$ cat config.mk
export PLATFORM = sky130hd
export DESIGN_NAME = inst_decode
export DESIGN_NICKNAME = d
export VERILOG_FILES = /design/src/rtl/inst_decode.sv
export SDC_FILE = /design/constraint.sdc
export NUM_CORES = 1
export LEC_CHECK = 0
export CAP_MARGIN = 20
export CORE_MARGIN = 2
export CORE_UTILIZATION = 41
export CTS_BUF_LIST = sky130_fd_sc_hd__clkbuf_16
export CTS_CLUSTER_DIAMETER = 50
export DETAILED_ROUTE_END_ITERATION = 7
export GPL_TIMING_DRIVEN = 1
export PLACE_DENSITY_LB_ADDON = 0.2
export SYNTH_ARGS = -nofsm -noshare
export SYNTH_HDL_FRONTEND = slang
export SYNTH_SLANG_ARGS = --single-unit
$ cat constraint.sdc
create_clock -name ACLK -period 1.9 [get_ports ACLK]
set_input_delay 0.285 -clock ACLK [delete_from_list [all_inputs] [get_ports ACLK]]
set_output_delay 0.285 -clock ACLK [all_outputs]
set_load 0.02 [all_outputs]
$ cat src/rtl/inst_decode.sv
// inst_decode: RV32I decode stage with a two-entry skid buffer; INST_DECODE_ILLEGAL_EN enables the illegal-opcode check
module inst_decode #(
    parameter int C_PC_WIDTH = 32
) (
    input  logic                  ACLK,
    input  logic                  ARESETN,
    input  logic                  INST_VALID,
    input  logic [31:0]           INST,
    input  logic [C_PC_WIDTH-1:0] PC,
    output logic                  INST_READY,
    input  logic                  FLUSH,
    output logic                  D_VALID,
    input  logic                  D_READY,
    output logic [C_PC_WIDTH-1:0] D_PC,
    output logic [6:0]            D_OPCODE,
    output logic [2:0]            D_FUNCT3,
    output logic                  D_FUNCT7B5,
    output logic [4:0]            D_RS1,
    output logic [4:0]            D_RS2,
    output logic [4:0]            D_RD,
    output logic [31:0]           D_IMM,
    output logic                  D_RD_WE,
    output logic                  D_ILLEGAL
);
    typedef enum logic [1:0] {S_EMPTY, S_ONE, S_TWO} state_t;
    typedef struct packed {
        logic [C_PC_WIDTH-1:0] pc;
        logic [6:0]            opcode;
        logic [2:0]            funct3;
        logic                  funct7b5;
        logic [4:0]            rs1;
        logic [4:0]            rs2;
        logic [4:0]            rd;
        logic [31:0]           imm;
        logic                  rd_we;
        logic                  illegal;
    } dec_t;
    state_t state, next_state;
    dec_t   dec, out_q, skid_q;
    logic   ready_q, accept, load_out, load_skid, drain_skid;
    logic [6:0] op;
    assign op = INST[6:0];
    // decode the incoming word into fields, immediate and flags
    always_comb begin
        dec.pc       = PC;
        dec.opcode   = op;
        dec.funct3   = INST[14:12];
        dec.funct7b5 = INST[30];
        dec.rs1      = INST[19:15];
        dec.rs2      = INST[24:20];
        dec.rd       = INST[11:7];
        dec.imm      = (op inside {7'b0010011, 7'b0000011, 7'b1100111}) ? {{20{INST[31]}}, INST[31:20]} :
                       (op == 7'b0100011) ? {{20{INST[31]}}, INST[31:25], INST[11:7]} :
                       (op == 7'b1100011) ? {{19{INST[31]}}, INST[31], INST[7], INST[30:25], INST[11:8], 1'b0} :
                       (op inside {7'b0110111, 7'b0010111}) ? {INST[31:12], 12'b0} :
                       (op == 7'b1101111) ? {{11{INST[31]}}, INST[31], INST[19:12], INST[20], INST[30:21], 1'b0} :
                       32'b0;
        dec.rd_we    = (op inside {7'b0110011, 7'b0010011, 7'b0000011, 7'b0110111,
                                   7'b0010111, 7'b1101111, 7'b1100111}) && (INST[11:7] != 5'd0);
`ifdef INST_DECODE_ILLEGAL_EN
        dec.illegal  = (INST[1:0] != 2'b11) ||
                       !(op inside {7'b0110011, 7'b0010011, 7'b0000011, 7'b0100011, 7'b1100011, 7'b0110111,
                                    7'b0010111, 7'b1101111, 7'b1100111, 7'b0001111, 7'b1110011});
`else
        dec.illegal  = 1'b0;
`endif
    end
    // handshake qualification and skid-buffer next state; an accept during FLUSH is dropped
    always_comb begin
        accept     = INST_VALID && ready_q && !FLUSH;
        load_out   = accept && (state == S_EMPTY || D_READY);
        load_skid  = accept && state == S_ONE && !D_READY;
        drain_skid = state == S_TWO && D_READY && !FLUSH;
        next_state = FLUSH ? S_EMPTY :
                     (state == S_EMPTY) ? (accept ? S_ONE : S_EMPTY) :
                     (state == S_ONE) ? (load_skid ? S_TWO : (!accept && D_READY) ? S_EMPTY : S_ONE) :
                     (D_READY ? S_ONE : S_TWO);
    end
    // state and registered ready, which is low only while both entries are full
    always_ff @(posedge ACLK or negedge ARESETN) begin
        if (!ARESETN) begin
            state   <= S_EMPTY;
            ready_q <= 1'b0;
        end else begin
            state   <= next_state;
            ready_q <= next_state != S_TWO;
        end
    end
    // output and skid data registers; the skid entry moves forward when the output drains
    always_ff @(posedge ACLK or negedge ARESETN) begin
        if (!ARESETN) begin
            out_q  <= '0;
            skid_q <= '0;
        end else begin
            if (drain_skid) out_q <= skid_q;
            else if (load_out) out_q <= dec;
            if (load_skid) skid_q <= dec;
        end
    end
    assign INST_READY = ready_q;
    assign D_VALID    = state != S_EMPTY;
    assign D_PC       = out_q.pc;
    assign D_OPCODE   = out_q.opcode;
    assign D_FUNCT3   = out_q.funct3;
    assign D_FUNCT7B5 = out_q.funct7b5;
    assign D_RS1      = out_q.rs1;
    assign D_RS2      = out_q.rs2;
    assign D_RD       = out_q.rd;
    assign D_IMM      = out_q.imm;
    assign D_RD_WE    = out_q.rd_we;
    assign D_ILLEGAL  = out_q.illegal;
endmodule
Yosys cells after proc, flatten, opt, wreduce, memory -nomap -nowiden:

Cells that the tools add are included.

* reduce and logical (&&, ||, !) cells: 20
* muxes and demuxes: 14
* equal/unequal tests: 12

Operators with widths (count)
* two-way mux 92 bit: 2
* two-way mux 32 bit: 5
* == test 7 x 6 -> 1 bit (second input constant): 3
* == test 7 bit (second input constant): 3
* == test 7 x 5 -> 1 bit (second input constant): 2
* two-way mux 2 bit: 5
* logical AND 1 bit: 9
* == test 7 x 2 -> 1 bit (second input constant): 1
* nonzero test 7 bit: 1
* nonzero test 2 bit: 3
* nonzero test 5 bit: 1
* zero test 1 bit: 3
* nonzero test 3 bit: 1
* == test 2 x 1 -> 1 bit (second input constant): 1
* == test 2 bit (second input constant): 1
* zero test 2 bit: 1
* two-way mux 1 bit: 2
* inequality test 2 bit (second input constant): 1
* logical OR 1 bit: 1

* output and inout bits: 94
* input port bits: 69
* register bits after elaboration: 186
* word-level logic and storage cells: 67

Logic depth before layout (Yosys ltp):

Gate-level depths: netlist (run 1).

* word-level depth: 10
* gate-level depth with buffers: 7
* mapped depth without buffers: 4

Worst setup path before layout (run 1):

No wires, ideal clock.

* path type: reg-to-reg
* start: register state[0]
* end: register out_q, in the netlist D_IMM[16]
* required time: 1774 ps
* path buffers: 2
* slack: 148 ps
* data arrival time: 1626 ps
* cell stages (with the launch flop): 6
* library setup time: 126 ps
* cell sequence: dfrtp_1 -> or2_4 -> o311a_1 -> buf_6 -> buf_6 -> a221o_1

* cells in the longest elaborated chain, start to end: 4
* elaborated cells on any way between the ends: 8

Ends and longest elaborated chain
* start, declared: line 38 `state_t state, next_state;`
* start signal, assigned: line 85 `state <= next_state;`
* == test 2 bit / zero test 2 bit (equally long branches): line 73, 71
* logical AND 1 bit / logical OR 1 bit (equally long branches): line 73, 71
* logical AND 1 bit, on equally long branches: line 73, 71
* two-way mux 92 bit / nonzero test 2 bit (equally long branches)
* end signal, assigned: line 95 `if (drain_skid) out_q <= skid_q;`
* end, declared: line 39 `dec_t dec, out_q, skid_q;`

Parallel ways exist; a longest one is shown, timed or not.
A chain may end at the register's enable or synchronous reset.

Worst setup path in the final report (run 1):

* start: register state[1]
* end: register out_q, in the netlist D_IMM[13]

The elaborated chain is that of the path after synthesis.

==> results of run 1 <==
[through the flow]
| stage | instances | power, mW |
|---|---|---|
| after detailed placement | 1207 | 7.01 |
| after global routing | 1238 | 10.7 |
| after CTS | 1238 | 10.3 |
| after floorplan | 795 | 5.87 |
| after global placement | 1207 | 6.97 |
| final | 1238 | 10.2 |
[worst register-to-register path: cells and delay by family (launching register included)]
family          cells  cell delay (ps)
flops               1              370
simple gates        2              680
compound gates      2              650
[layout by cell type, fill, tap and decap left out, types with 2 or more instances in the layout]
| cell | netlist | routed |
|---|---|---|
| buf_12 | 0 | 15 |
| a21oi_1 | 63 | 63 |
| o211ai_1 | 2 | 2 |
| and3_1 | 3 | 3 |
| a22o_1 | 13 | 13 |
| a22oi_1 | 22 | 22 |
| inv_6 | 0 | 2 |
| o22ai_1 | 58 | 58 |
| nor3b_1 | 2 | 2 |
| nor2_1 | 6 | 4 |
| nor2_2 | 2 | 4 |
| clkdlybuf4s50_1 | 0 | 159 |
| dfrtp_1 | 185 | 185 |
| nand2_1 | 202 | 202 |
| o21ai_0 | 45 | 45 |
| clkbuf_16 | 0 | 17 |
| o31ai_1 | 2 | 2 |
| nand3_1 | 2 | 2 |
| a221o_1 | 17 | 17 |
| a211oi_1 | 11 | 11 |
| nand2b_1 | 3 | 3 |
| inv_1 | 61 | 64 |
| clkinvlp_4 | 0 | 5 |
| buf_4 | 1 | 60 |
| a21o_1 | 7 | 7 |
| nand4b_1 | 4 | 4 |
[how the worst min path moves through the flow]
| stage | start | end | cells after the start |
|---|---|---|---|
| after floorplan | ARESETN | D_FUNCT3[0] | 0 |
| after global placement | ARESETN | D_IMM[8] | 1 |
| after detailed placement | ARESETN | D_IMM[8] | 1 |
| after CTS | PC[22] | skid_q[82] | 3 |
| after global routing | PC[20] | skid_q[80] | 3 |
| final | ARESETN | D_IMM[8] | 2 |
[registers in the layout (all words and copies together) (netlist names)]
signal and count:
D_OPCODE 7, D_RD 5, D_IMM 32, D_RD_WE 1, D_RS2 5, INST_READY 1, skid_q 91, D_PC 32
D_RS1 5, D_FUNCT3 3, state 2, D_FUNCT7B5 1
[layer usage]
layer  GRT usage (%)  wire (um)  vias to the layer above  part of all wire, %
met5               0          0                        -                    0
met4            6.58        370                        0                  1.7
met2            35.5      10400                      202                   47
met3            5.84       1260                       26                  5.7
met1            31.9      10100                     3233                   46
li1                -          -                     3141                    -
[power breakdown]
group | internal (mW) | switching, mW | total (mW)
clock network | 1.78 | 1.51 | 3.29
logic | 0.961 | 1.10 | 2.06
registers | 4.54 | 0.336 | 4.88
[cells by family after synthesis]
kind of cell | after synthesis | synth area share [%]
multiplexers | 2 | 0.273
other | 1 | 0.0482
AND/OR/NAND/NOR | 238 | 13.2
flip-flops | 185 | 59.5
buffers and inverters | 119 | 6.48
AO/OA/AOI/OAI | 250 | 20.6
[area by class of cell]
cell class / count / area, um2 / share of cell area [%]
sequential: 185 / 4630 / 43.0
multi-input combinational: 491 / 2700 / 25.1
timing repair buffer: 237 / 2370 / 22.1
clock buffer: 17 / 425 / 3.95
tap: 234 / 293 / 2.72
inverter: 61 / 229 / 2.13
clock inverter: 13 / 110 / 1.02
[timing repair]
action | CTS | global route
hold buffers | 1 | 0
cloned | 0 | 0
resized for setup | 1 | 2
endpoints found under the setup margin | 1 | 19
endpoints found under the hold margin | 51 | 0
pin swaps | 0 | 0
==> results.sh, run 1 <==
export IMPL_synth_most_common_cell="nand2_1"
export IMPL_timing_rr_start="state[1]"
export IMPL_coreArea_um2=18600
export IMPL_dr_pass1_iters=5
export IMPL_yosys_area_top_type="dfrtp_1"
export IMPL_drcViolationCount=0
export IMPL_finish_utilization_pct=57.7
export IMPL_cp_required_ps=2260
export IMPL_worst_slack_ps=137
export IMPL_hold_path_class="in -> async"
export IMPL_finalNetCount=1062
export IMPL_grt_max_degree=59
export IMPL_numCtsBuffers=17
export IMPL_worst_r2r_endpoint="D_IMM[13]"
export IMPL_design_area_um2=10800
export IMPL_syn_to_final_growth_pct=38.2
export IMPL_ys_warn_count=0
export IMPL_grt_overflow_total=0
export IMPL_post_drt_wl_per_cell_um=17.8
export IMPL_drive_above_1_share_pct=11.6
export IMPL_synth_edf_count=0
export IMPL_rows=50
export IMPL_ys_types=51
export IMPL_num_antenna_cells=0
export IMPL_max_cap_viol_count=0
export IMPL_dp_slack_ps=-350
export IMPL_portBuffers=161
export IMPL_syn_inst=795
export IMPL_tightest_slew_ps=541
export IMPL_cts_tree="built"
export IMPL_fillers=1628
export IMPL_rsz0062_at_grt="false"
export IMPL_avgSynthCellArea_um2=9.79
export IMPL_start_util_pct=41.8
export IMPL_die_area_um2=20100
export IMPL_relSlewSlack_pct=63.9
export IMPL_antenna_found_initial=0
export IMPL_crit_slowest_cell="a211o_2"
export IMPL_cpPeakStageDelay_ps=410
export IMPL_fp_dieW_um=142
export IMPL_maxSlewViolCount=0
export IMPL_ys_ff_latch=185
export IMPL_wirelength_um=22100
export IMPL_crit_family="simple AND/OR/NAND/NOR gates"
export IMPL_root_buffer="clkbuf_16"
export IMPL_tns_ps=0
export IMPL_place_area_um2=10200
export IMPL_syn_nets=864
export IMPL_finalCritPeriodShare_pct=92.8
export IMPL_power_density_nw_per_um2=950
export IMPL_finalCriticalPeriod_ps=1760
export IMPL_clk_latency_ps=430
export IMPL_p_leak_nw=5.17
export IMPL_crit_start="state[1]"
export IMPL_grt_pass1_wl_um=35800
export IMPL_synthTopCellsByCount="202 x nand2_1, 185 x dfrtp_1, 63 x a21oi_1, 61 x inv_1, 58 x o22ai_1"
export IMPL_grt_pass1_vias=6590
export IMPL_ys_seq_area_share_pct=59.5
export IMPL_die_h_um=142
export IMPL_synth_area_top_cells="dfrtp_1 59%, nand2_1 9.7%, o22ai_1 4.7%, a21oi_1 4.0%, inv_1 2.9%"
export IMPL_vias_per_cell=5.33
export IMPL_synthFlopType="dfrtp_1"
export IMPL_h_tree_depth=4
export IMPL_async_reset_ff_share_pct=100
export IMPL_critPathBufInv=0
export IMPL_fmax_mhz=567
export IMPL_crit_end="D_IMM[13]"
export IMPL_finalHoldViolations=0
export IMPL_cts_sinks=185
export IMPL_finalWeightedCongestion=0.909
export IMPL_cp_depth=4
export IMPL_cts_path_max_buffers=2
export IMPL_pin_count=163
export IMPL_num_vias=6602
export IMPL_dp_hpwl_um=15200
export IMPL_status="completed"
export IMPL_clock_skew_ps=8.56
export IMPL_grt_total_usage_pct=22.9
export IMPL_ant_nets=0
export IMPL_crit_fanout=9
export IMPL_worstSetupStartpointType="flop"
export IMPL_syn_area_um2=7790
export IMPL_end_kind="flop"
export IMPL_crit_arrival_ps=2120
export IMPL_worstSetupPathType="reg -> reg"
export IMPL_r2r_setup_slack_ps=140
export IMPL_vdd_ir_drop_max_mv=0.570
export IMPL_synth_top_area_share_pct=59.5
export IMPL_clk_pin_slew_ps=70
export IMPL_reg2reg_depth=4
export IMPL_drtIter0Drc=467
export IMPL_crit_chain="or2_4, a211o_2, nor2_2, a221o_1"
export IMPL_hold_ws_ps=406
export IMPL_cts_setup_buffers=0
export IMPL_setup_viol=0
No activity file was read; power rests on OpenSTA's default activity.
==> run 2: changes to the inputs <==
--- a/config.mk
+++ b/config.mk
@@ -7,10 +7,11 @@
 export LEC_CHECK = 0
 export CAP_MARGIN = 20
 export CORE_MARGIN = 2
-export CORE_UTILIZATION = 41
+export CORE_UTILIZATION = 30
 export CTS_BUF_LIST = sky130_fd_sc_hd__clkbuf_16
 export CTS_CLUSTER_DIAMETER = 50
 export DETAILED_ROUTE_END_ITERATION = 7
+export DONT_BUFFER_PORTS = 1
 export GPL_TIMING_DRIVEN = 1
 export PLACE_DENSITY_LB_ADDON = 0.2
 export SYNTH_ARGS = -nofsm -noshare
==> run 2 against run 1 <==
- the run now ends with negative hold slack left
- clock power grew 5%
- core utilization shrank 20 points
- sequential power grew 7.2%
- die area grew 36%
- flip-flop and latch count is the same
- routed wire length grew 8.6%
- critical endpoint is now D_IMM[14]
- worst setup slack gained 2.0 ps
- final area shrank 11%
- final cell count shrank 3.3%
- highest routed layer unchanged
- clock-buffer cell count is the same
- power shrank 5.1%
- sequential share of layout area grew 5.3 points
==> results.sh, run 2 (synthesis results as in run 1) <==
export IMPL_crit_chain="or2_4, a211o_4, nor2_2, buf_4, a221o_1"
export IMPL_worstSetupStartpointType="flop"
export IMPL_grtUsageMet3_pct=4.67
export IMPL_ant_nets=0
export IMPL_finalCritPeriodShare_pct=92.7
export IMPL_p_leak_nw=4.61
export IMPL_num_antenna_cells=0
export IMPL_design_area_um2=9570
export IMPL_crit_slowest_cell="a211o_4"
export IMPL_max_cap_viol_count=0
export IMPL_comb_power_share_pct=10.4
export IMPL_status="finished, violations left"
export IMPL_grt_pass1_vias=6271
export IMPL_met2_usage_pct=28.7
export IMPL_finalNetCount=924
export IMPL_vdd_ir_drop_max_mv=0.438
export IMPL_cpPeakStageDelay_ps=520
export IMPL_worst_slack_ps=139
export IMPL_grt_total_usage_pct=18.0
export IMPL_cts_tree="built"
export IMPL_power_frac_clock_pct=35.7
export IMPL_reg2reg_depth=5
export IMPL_portBuffers=0
export IMPL_drtIter0Drc=391
export IMPL_grt_pass1_wl_um=37300
export IMPL_drcViolationCount=0
export IMPL_coreArea_um2=25300
export IMPL_start_util_pct=30.7
export IMPL_cp_required_ps=2270
export IMPL_maxSlewViolCount=0
export IMPL_fmax_mhz=568
export IMPL_r2r_setup_slack_ps=140
export IMPL_setup_viol=0
export IMPL_worstSetupPathType="reg -> reg"
export IMPL_finish_utilization_pct=37.8
export IMPL_dp_slack_ps=136
export IMPL_internal_power_mw=6.74
export IMPL_root_buffer="clkbuf_16"
export IMPL_dp_cells=1101
export IMPL_mostFrequentLayoutCells="202 x nand2_1, 185 x dfrtp_1, 65 x dlygate4sd3_1, 63 x a21oi_1, 61 x inv_1"
export IMPL_place_area_um2=8360
export IMPL_h_tree_depth=4
export IMPL_clk_latency_ps=430
export IMPL_grt_busiest_layer="met2"
export IMPL_final_cells=1197
export IMPL_timing_rr_start="state[1]"
export IMPL_drive_above_1_share_pct=8.88
export IMPL_fp_dieW_um=165
export IMPL_syn_to_final_growth_pct=23.0
export IMPL_num_vias=6023
export IMPL_holdBufCountCts=65
export IMPL_fillers=2482
export IMPL_swShare_pct=30.5
export IMPL_vias_per_cell=5.03
export IMPL_rsz0062_at_grt="false"
export IMPL_cts_sinks=185
export IMPL_cts_setup_buffers=0
export IMPL_tightest_slew_ps=885
export IMPL_crit_start="state[1]"
export IMPL_dp_hpwl_um=14600
export IMPL_grt_overflow_total=0
export IMPL_finalWeightedCongestion=0.768
export IMPL_relSlewSlack_pct=40.8
export IMPL_clock_skew_ps=12.4
export IMPL_finalHoldViolations=185
export IMPL_power_switching_mw=2.96
export IMPL_grt_max_degree=186
export IMPL_finalCriticalPeriod_ps=1760
export IMPL_power_total_mw=9.70
export IMPL_top_register="skid_q"
export IMPL_cts_path_max_buffers=2
export IMPL_violations="negative hold slack"
export IMPL_met1_usage_pct=24.2
export IMPL_crit_fanout=31
export IMPL_crit_end="D_IMM[14]"
export IMPL_power_density_nw_per_um2=1010
export IMPL_hold_path_class="in -> async"
export IMPL_crit_arrival_ps=2130
export IMPL_layout_commonest_cell="nand2_1"
export IMPL_p_seq_share_pct=53.9
export IMPL_rows=58
export IMPL_dr_pass1_iters=6
export IMPL_worst_r2r_endpoint="D_IMM[14]"
export IMPL_pin_count=163
export IMPL_hold_ws_ps=-446
export IMPL_post_drt_wl_per_cell_um=20.1
export IMPL_numCtsBuffers=17
export IMPL_clk_pin_slew_ps=70
export IMPL_tns_ps=0
export IMPL_wirelength_um=24000
export IMPL_end_kind="flop"
export IMPL_die_area_um2=27300
export IMPL_die_h_um=165
export IMPL_antenna_found_initial=0
export IMPL_largest_register_ffs=91
## run 2: changes by cell type in the layout (fill, tap and decap cells not counted), moves of 3 or more
cell,change
clkinvlp_4,-5
buf_4,-36
inv_1,-3
dlygate4sd3_1,+64
clkdlybuf4s50_1,-159
inv_8,+3
buf_12,-5
clkinv_4,+4
## run 2: layer usage
metal  up-vias  part of all wire, %
met4         0                  1.4
met2       132                   48
met1      3000                   45
met3        19                  5.5
li1       2872                    -
met5         -                    0
## run 2: how the worst min path moves through the flow
stage,from,end
6_report,ARESETN,D_RS2[1]
2_1_floorplan,ARESETN,D_FUNCT3[0]
4_1_cts,ARESETN,skid_q[82]
5_1_grt,ARESETN,D_RS2[1]
3_3_place_gp,ARESETN,D_RD[1]
3_5_place_dp,ARESETN,D_RD[2]
## run 2: critical path, delay by kind of cell, from the launching register on
family,cells,cell delay (ps)
buffers and inverters,1,190
AOI/OAI and AO/OA,2,680
and+or+nand+nor,2,430
DFF,1,380
## run 2: final cells by class
| class | count | area [um2] | share of cell area, % |
|---|---|---|---|
| well taps | 330 | 413 | 4.31 |
| clock inverters | 14 | 134 | 1.40 |
| clock buffers | 17 | 425 | 4.44 |
| inverters | 61 | 229 | 2.39 |
| multi-input cells | 491 | 2710 | 28.3 |
| repair buffers | 99 | 1030 | 10.8 |
| flip-flops and latches | 185 | 4630 | 48.4 |
## run 2: power groups by stage
stage	registers, mW	logic [mW]	clock network [mW]
finish	5.23	1.01	3.46
global route	5.31	1.16	3.74
CTS	5.24	1.02	3.58
detailed placement	5.31	0.884	0
global placement	5.31	0.859	0
floorplan	5.18	0.691	0
## run 2: repair_timing
action                                 in CTS  in global routing
endpoints found under the hold margin     272                185
setup endpoints to repair                   0                  8
gates resized for setup                     0                  2
==> run 3: changes to the inputs <==
--- a/config.mk
+++ b/config.mk
@@ -5,6 +5,7 @@
 export SDC_FILE = /design/constraint.sdc
 export NUM_CORES = 1
 export LEC_CHECK = 0
+export ABC_CLOCK_PERIOD_IN_PS = 1900
 export CAP_MARGIN = 20
 export CORE_MARGIN = 2
 export CORE_UTILIZATION = 30
==> results of run 3 <==
No change in the layout: final DEF, timing and power equal those of run 2.
